`src/rtl/cla_pipe_addsub_if.sv`:
```
// Streaming bus for the pipelined CLA adder/subtractor.
// Carries the operand beat (upstream side) and the result beat (downstream side).
//
// Handshake rules, identical on both sides: a beat moves on a rising edge where
// valid and ready are both high. The sender holds valid and its payload steady
// until that edge. Ready may depend combinationally on the receiver's state but
// never on valid from the same side.
interface cla_pipe_addsub_if #(
  parameter int WIDTH = 64
);
  logic             in_valid;
  logic             in_ready;
  logic [WIDTH-1:0] a;
  logic [WIDTH-1:0] b;
  logic             cin;
  logic             sub;
  logic             out_valid;
  logic             out_ready;
  logic [WIDTH-1:0] sum;
  logic             cout;
  logic             ovf;
  logic             zero;

  // Producer of operands and consumer of results.
  modport master (
    output in_valid, a, b, cin, sub, out_ready,
    input  in_ready, out_valid, sum, cout, ovf, zero
  );

  // The arithmetic unit.
  modport slave (
    input  in_valid, a, b, cin, sub, out_ready,
    output in_ready, out_valid, sum, cout, ovf, zero
  );
endinterface

```
`src/rtl/cla_pipe_addsub.sv`:
```
// Pipelined carry-lookahead adder/subtractor.
// One BLOCK-bit CLA slice is resolved per stage; the carry between slices is
// registered. Subtraction inverts b and the borrow-in when the beat enters, so
// every stage after the entry register is a plain adder slice.
// The whole pipe advances together: a full output register that is not being
// consumed stalls every stage (bubbles are kept, not squeezed out).
// WIDTH must be a multiple of BLOCK, and BLOCK a multiple of 4.
module cla_pipe_addsub #(
  parameter int WIDTH = 64,
  parameter int BLOCK = 16
) (
  input  logic                clk,
  input  logic                rst,
  cla_pipe_addsub_if.slave    bus
);

  localparam int STAGES = WIDTH / BLOCK;
  localparam int NGRP   = BLOCK / 4;
  localparam int LAST   = STAGES - 1;

  // Full CLA over one BLOCK slice: 4-bit group propagate/generate, lookahead
  // across groups, then bit carries inside each group.
  // Returns {carry out of slice, carry into slice MSB, slice sum}.
  function automatic logic [BLOCK+1:0] cla_block(
    input logic [BLOCK-1:0] x,
    input logic [BLOCK-1:0] y,
    input logic             ci
  );
    logic [BLOCK-1:0] p;
    logic [BLOCK-1:0] g;
    logic [BLOCK:0]   c;
    logic [NGRP-1:0]  gp;
    logic [NGRP-1:0]  gg;
    logic [NGRP:0]    gc;
    logic             term;
    p = x ^ y;
    g = x & y;
    for (int j = 0; j < NGRP; j++) begin
      gp[j] = &p[4*j +: 4];
      gg[j] = g[4*j+3]
            | (p[4*j+3] & g[4*j+2])
            | (p[4*j+3] & p[4*j+2] & g[4*j+1])
            | (p[4*j+3] & p[4*j+2] & p[4*j+1] & g[4*j]);
    end
    // Group carries as flat sum-of-products (no ripple between groups).
    gc[0] = ci;
    for (int j = 1; j <= NGRP; j++) begin
      term = ci;
      for (int m = 0; m < j; m++) term = term & gp[m];
      gc[j] = term;
      for (int i = 0; i < j; i++) begin
        term = gg[i];
        for (int m = i + 1; m < j; m++) term = term & gp[m];
        gc[j] = gc[j] | term;
      end
    end
    for (int j = 0; j < NGRP; j++) begin
      c[4*j]   = gc[j];
      c[4*j+1] = g[4*j] | (p[4*j] & gc[j]);
      c[4*j+2] = g[4*j+1] | (p[4*j+1] & g[4*j]) | (p[4*j+1] & p[4*j] & gc[j]);
      c[4*j+3] = g[4*j+2] | (p[4*j+2] & g[4*j+1]) | (p[4*j+2] & p[4*j+1] & g[4*j])
               | (p[4*j+2] & p[4*j+1] & p[4*j] & gc[j]);
    end
    c[BLOCK] = gc[NGRP];
    return {c[BLOCK], c[BLOCK-1], p ^ c[BLOCK-1:0]};
  endfunction

  // Per-stage beat state: operands (b already inverted for subtract), sum bits
  // resolved so far, and the carry into this stage's slice.
  logic [STAGES-1:0] v_q;
  logic [STAGES-1:0] c_q;
  logic [WIDTH-1:0]  a_q [STAGES];
  logic [WIDTH-1:0]  b_q [STAGES];
  logic [WIDTH-1:0]  s_q [STAGES];

  logic [BLOCK+1:0]  res   [STAGES];
  logic [WIDTH-1:0]  nxt_s [STAGES];

  logic              out_valid_q;
  logic [WIDTH-1:0]  sum_q;
  logic              cout_q;
  logic              ovf_q;
  logic              zero_q;
  logic              advance;

  assign advance       = !out_valid_q | bus.out_ready;
  assign bus.in_ready  = advance;
  assign bus.out_valid = out_valid_q;
  assign bus.sum       = sum_q;
  assign bus.cout      = cout_q;
  assign bus.ovf       = ovf_q;
  assign bus.zero      = zero_q;

  // Resolve each stage's slice and merge it into that beat's partial sum.
  always_comb begin
    for (int k = 0; k < STAGES; k++) begin
      res[k]   = cla_block(a_q[k][k*BLOCK +: BLOCK], b_q[k][k*BLOCK +: BLOCK], c_q[k]);
      nxt_s[k] = s_q[k];
      nxt_s[k][k*BLOCK +: BLOCK] = res[k][BLOCK-1:0];
    end
  end

  // Pipeline and output registers; everything holds while the pipe is stalled.
  always_ff @(posedge clk or negedge rst) begin
    if (!rst) begin
      v_q         <= '0;
      c_q         <= '0;
      for (int k = 0; k < STAGES; k++) begin
        a_q[k] <= '0;
        b_q[k] <= '0;
        s_q[k] <= '0;
      end
      out_valid_q <= 1'b0;
      sum_q       <= '0;
      cout_q      <= 1'b0;
      ovf_q       <= 1'b0;
      zero_q      <= 1'b0;
    end else if (advance) begin
      v_q[0] <= bus.in_valid;
      if (bus.in_valid) begin
        a_q[0] <= bus.a;
        b_q[0] <= bus.sub ? ~bus.b : bus.b;
        c_q[0] <= bus.cin ^ bus.sub;
        s_q[0] <= '0;
      end
      for (int k = 1; k < STAGES; k++) begin
        v_q[k] <= v_q[k-1];
        if (v_q[k-1]) begin
          a_q[k] <= a_q[k-1];
          b_q[k] <= b_q[k-1];
          s_q[k] <= nxt_s[k-1];
          c_q[k] <= res[k-1][BLOCK+1];
        end
      end
      out_valid_q <= v_q[LAST];
      if (v_q[LAST]) begin
        sum_q  <= nxt_s[LAST];
        cout_q <= res[LAST][BLOCK+1];
        ovf_q  <= res[LAST][BLOCK+1] ^ res[LAST][BLOCK];
        zero_q <= (nxt_s[LAST] == '0);
      end
    end
  end

endmodule

```
`src/flat_wrapper.sv`:
```
// flat-port wrapper written by rule: the top's interface ports become plain ports
module cla_pipe_addsub_flat 
#(
  parameter int WIDTH = 64,
  parameter int BLOCK = 16
)
  (clk, rst, bus_in_valid, bus_a, bus_b, bus_cin, bus_sub, bus_out_ready, bus_in_ready, bus_out_valid, bus_sum, bus_cout, bus_ovf, bus_zero);
  cla_pipe_addsub_if #(.WIDTH(WIDTH)) bus_i ();
  input  logic clk;
  input  logic rst;
  input wire logic [$bits(bus_i.in_valid)-1:0] bus_in_valid;
  input wire logic [$bits(bus_i.a)-1:0] bus_a;
  input wire logic [$bits(bus_i.b)-1:0] bus_b;
  input wire logic [$bits(bus_i.cin)-1:0] bus_cin;
  input wire logic [$bits(bus_i.sub)-1:0] bus_sub;
  input wire logic [$bits(bus_i.out_ready)-1:0] bus_out_ready;
  output wire logic [$bits(bus_i.in_ready)-1:0] bus_in_ready;
  output wire logic [$bits(bus_i.out_valid)-1:0] bus_out_valid;
  output wire logic [$bits(bus_i.sum)-1:0] bus_sum;
  output wire logic [$bits(bus_i.cout)-1:0] bus_cout;
  output wire logic [$bits(bus_i.ovf)-1:0] bus_ovf;
  output wire logic [$bits(bus_i.zero)-1:0] bus_zero;
  assign bus_i.in_valid = bus_in_valid;
  assign bus_i.a = bus_a;
  assign bus_i.b = bus_b;
  assign bus_i.cin = bus_cin;
  assign bus_i.sub = bus_sub;
  assign bus_i.out_ready = bus_out_ready;
  assign bus_in_ready = bus_i.in_ready;
  assign bus_out_valid = bus_i.out_valid;
  assign bus_sum = bus_i.sum;
  assign bus_cout = bus_i.cout;
  assign bus_ovf = bus_i.ovf;
  assign bus_zero = bus_i.zero;
  cla_pipe_addsub #(.WIDTH(WIDTH), .BLOCK(BLOCK)) u_core (.clk(clk), .rst(rst), .bus(bus_i));
endmodule
```
`config.mk`:
```
export PLATFORM = sky130hd
export DESIGN_NAME = cla_pipe_addsub_flat
export DESIGN_NICKNAME = d
export VERILOG_FILES = /design/src/rtl/cla_pipe_addsub_if.sv /design/src/rtl/cla_pipe_addsub.sv /design/src/flat_wrapper.sv
export SDC_FILE = /design/constraint.sdc
export NUM_CORES = 1
export LEC_CHECK = 0
export CAP_MARGIN = 25
export CORE_MARGIN = 5
export CORE_UTILIZATION = 57
export CTS_CLUSTER_DIAMETER = 50
export DETAILED_ROUTE_END_ITERATION = 10
export GPL_TIMING_DRIVEN = 0
export PLACE_DENSITY = 0.79
export SKIP_LAST_GASP = 1
export SLEW_MARGIN = 0
export SYNTH_ARGS = -nofsm -noshare
export SYNTH_HDL_FRONTEND = slang
export SYNTH_SLANG_ARGS = --single-unit
```
`constraint.sdc`:
```
create_clock -name clk -period 3.86 [get_ports clk]
set_input_delay 0.772 -clock clk [delete_from_list [all_inputs] [get_ports clk]]
set_output_delay 0.772 -clock clk [all_outputs]
set_load 0.01 [all_outputs]
```
==> reports/metrics.cfg <==
[outcome]
status = complete, no violations

[sta]
finClkSkew_ns = 0.01750
grt_setup_unrepaired = no
whs_ns = 0.1483
maxSlewHeadroom = 0.2771
clock.fmax_mhz = 275.1
hold_viol = 0
finalWorstSetupSlack_ns = 0.2248
setup_viol = 0
tightest_slew_ns = 1.082
fin_crit_ns = 3.635
period_share = 0.9418
drv_slew = 0

[final_layout]
layout.cells.non_filler = 2699
multi_input_area_mm2 = 0.008528
register_area_mm2 = 0.01231
fillers = 2609
areaGrowthSynthToFinish_pct = 20.79
final_common_cell = nand2_1
layout_common_cells = nand2_1, dfrtp_1, clkdlybuf4s50_1, mux2_2, o21ai_0
nNetsFinal = 2409
final_core_util = 0.7001
diodes = 0
drive_gt1_frac = 0.1372

[placement]
hpwl_mm = 36.63
pre_cts_ws_ns = -0.7265
place_inst = 2610
place_congestion = 0.8768
portBuffers = 201

[floorplan]
core_mm2 = 0.03670
dieArea_mm2 = 0.04128
die_h_um = 203.2
initial_utilization = 0.5796
die_w_um = 203.2
rows = 70
ioPinCount = 203

[worst_hold_path]
hp-class = in -> async

[cts]
cts_tree = done
hold_buffers = 0
cts_buffers = 52
cts_buffer_depth = 3
cts_setup_buffers = 0
cts.htree.levels = 2
cts_resized = 0
root_buffer = clkbuf_16
clock-sinks = 492
worstSkewPairLatency_ns = 0.58
path_clk_slew_ns = 0.06

[grt]
antenna_found_initial = 0
overflow = 0
grt_pass1_wl_mm = 81.99
grt_max_degree = 132
first_global_vias = 15720
gr-usage-all-layers = 0.2478

[drt]
postRouteAntennaNets = 0
wire_per_inst_um = 18.63
via_per_inst = 5.452
wl_mm = 50.29
vias = 14720
drtIter0Drc = 816
drc = 0
firstDrtPassIters = 5

[synth]
syn_nets = 2149
yosys_warnings = 0
seq_area_frac_synth = 0.5788
synth_edf_count = 0
async_flop_share = 1.000
avgSynthCellArea_um2 = 10.99
synth.distinct_cells = 53
synth-main-ff-cell = dfrtp_1
syn_area_mm2 = 0.02127
synth_cells = 1935
synth-seq-cells = 492

[power]
internal-power_mw = 14.02
power_switching_mw = 7.939
comb_power_share = 0.378
leakage_nw = 12.18
p_seq_frac = 0.401
power_frac_clock = 0.221
vdd_drop_max_uv = 410.8
swShare = 0.3615
total_power_mw = 21.96
powerDensity_mw_per_mm2 = 854.7

[critical_path]
crit_buf_inv = 0
path_cells = ha_1 -> or4_1 -> o22ai_4 -> o21ai_1 -> a41oi_2 -> nand2b_1 -> fa_1 -> xnor2_1 -> nand4_1 -> nor4_1 -> o2111ai_1 -> o21ai_1
crit_type = reg -> reg
path_max_fanout = 6
required_ns = 4.36
critPathLaunchType = flip-flop
critPathArrivalTime_ns = 4.14
worst_path_largest_cell_delay_ns = 0.59
slowest_stage = or4_1
endpoint_kind = flip-flop
crit_family = simple AND/OR/NAND/NOR gates
critical_path.most_common_cell = o21ai_1

[job]
drv_cap = 0

## kinds of logic (layout without fill, tap and decap cells)
group           after synthesis  in the layout  synth area share
fa+ha+maj                    80             80           0.05270
flops                       492            492            0.5788
simple gates                718            718            0.1337
compound gates              219            219           0.06400
xor+xnor                    107            107           0.04406
buf+inv                     119            415           0.02100
mux                         200            200            0.1058
## synthesized netlist by cell type (all sizes together), types with 13 or more instances
| master | instances | area share |
|---|---|---|
| nand2 | 633 | 0.11 |
| dfrtp | 492 | 0.58 |
| mux2 | 198 | 0.10 |
| o21ai | 126 | 0.030 |
| clkbuf | 88 | 0.016 |
| xnor2 | 87 | 0.036 |
| ha | 64 | 0.038 |
| inv | 28 | 0.0049 |
| nor2 | 25 | 0.0046 |
| a21oi | 21 | 0.0049 |
| xor2 | 20 | 0.0082 |
| a21o | 17 | 0.0061 |
| fa | 16 | 0.015 |
| nor4 | 13 | 0.0038 |
## worst register-to-register path, cell delays in order (launching register included)
cell and delay [ns]:
dfrtp_1 0.40, ha_1 0.25, or4_1 0.59, o22ai_4 0.26, o21ai_1 0.11, a41oi_2 0.27
nand2b_1 0.12, fa_1 0.45, xnor2_1 0.32, nand4_1 0.15, nor4_1 0.29, o2111ai_1 0.21
o21ai_1 0.15
## flip-flops by register name, indices dropped and copies added (netlist names)
| name | count |
|---|---|
| u_core.a_q | 160 |
| u_core.bus.zero | 1 |
| u_core.b_q | 160 |
| u_core.bus.ovf | 1 |
| u_core.nxt_s | 96 |
| u_core.v_q | 4 |
| u_core.bus.cout | 1 |
| u_core.bus.sum | 64 |
| u_core.bus.out_valid | 1 |
| u_core.c_q | 4 |
## final timing paths
check	start	endpoint	slack (ns)	cells past startpoint
max in group asynchronous	rst	u_core.b_q[208]$_DFFE_PN0P_	1.80	4
worst max register to register	u_core.b_q[50]$_DFFE_PN0P_	u_core.bus.zero$_DFFE_PN0P_	0.22	12
worst min-delay path	rst	u_core.bus.sum[63]$_DFFE_PN0P_	0.15	1
worst max-delay path	u_core.b_q[50]$_DFFE_PN0P_	u_core.bus.zero$_DFFE_PN0P_	0.22	12
worst min register to register	u_core.nxt_s[92]$_DFFE_PN0P_	u_core.nxt_s[28]$_DFFE_PN0P_	0.46	2
min in group clk	u_core.nxt_s[92]$_DFFE_PN0P_	u_core.nxt_s[28]$_DFFE_PN0P_	0.46	2
## metal layers
| layer | global-route usage | share of wire | up-vias |
|---|---|---|---|
| met5 | 0 | 0 | - |
| met4 | 0.09829 | 0.039 | 0 |
| met3 | 0.04246 | 0.047 | 106 |
| met2 | 0.4273 | 0.50 | 317 |
| met1 | 0.3149 | 0.41 | 7349 |
| li1 | - | - | 6943 |
## power groups by stage
stage | logic (mW) | registers [mW] | clock network [mW]
finish | 8.30 | 8.81 | 4.85
global route | 9.25 | 9.04 | 5.14
CTS | 8.34 | 8.80 | 4.92
detailed placement | 8.22 | 8.86 | 0
global placement | 7.85 | 8.79 | 0
floorplan | 5.60 | 8.45 | 0
## metrics by stage
stage / instance area [µm²] / setup TNS, ns
2_1_floorplan: 21270 / 0
3_3_place_gp: 23870 / -9198.70
3_5_place_dp: 24010 / -62.19
4_1_cts: 25680 / 0
5_1_grt: 25690 / 0
6_report: 25690 / 0
## final cells by class
class                   instances  share of cell area
flip-flops and latches        492              0.4792
multi-input cells            1324              0.3319
repair buffers                207             0.08395
clock buffers                  67             0.05678
well taps                     468             0.02279
plain buffers                  90             0.01315
clock inverters                23            0.008132
inverters                      28            0.004091
(Power assumes the default switching activity.)
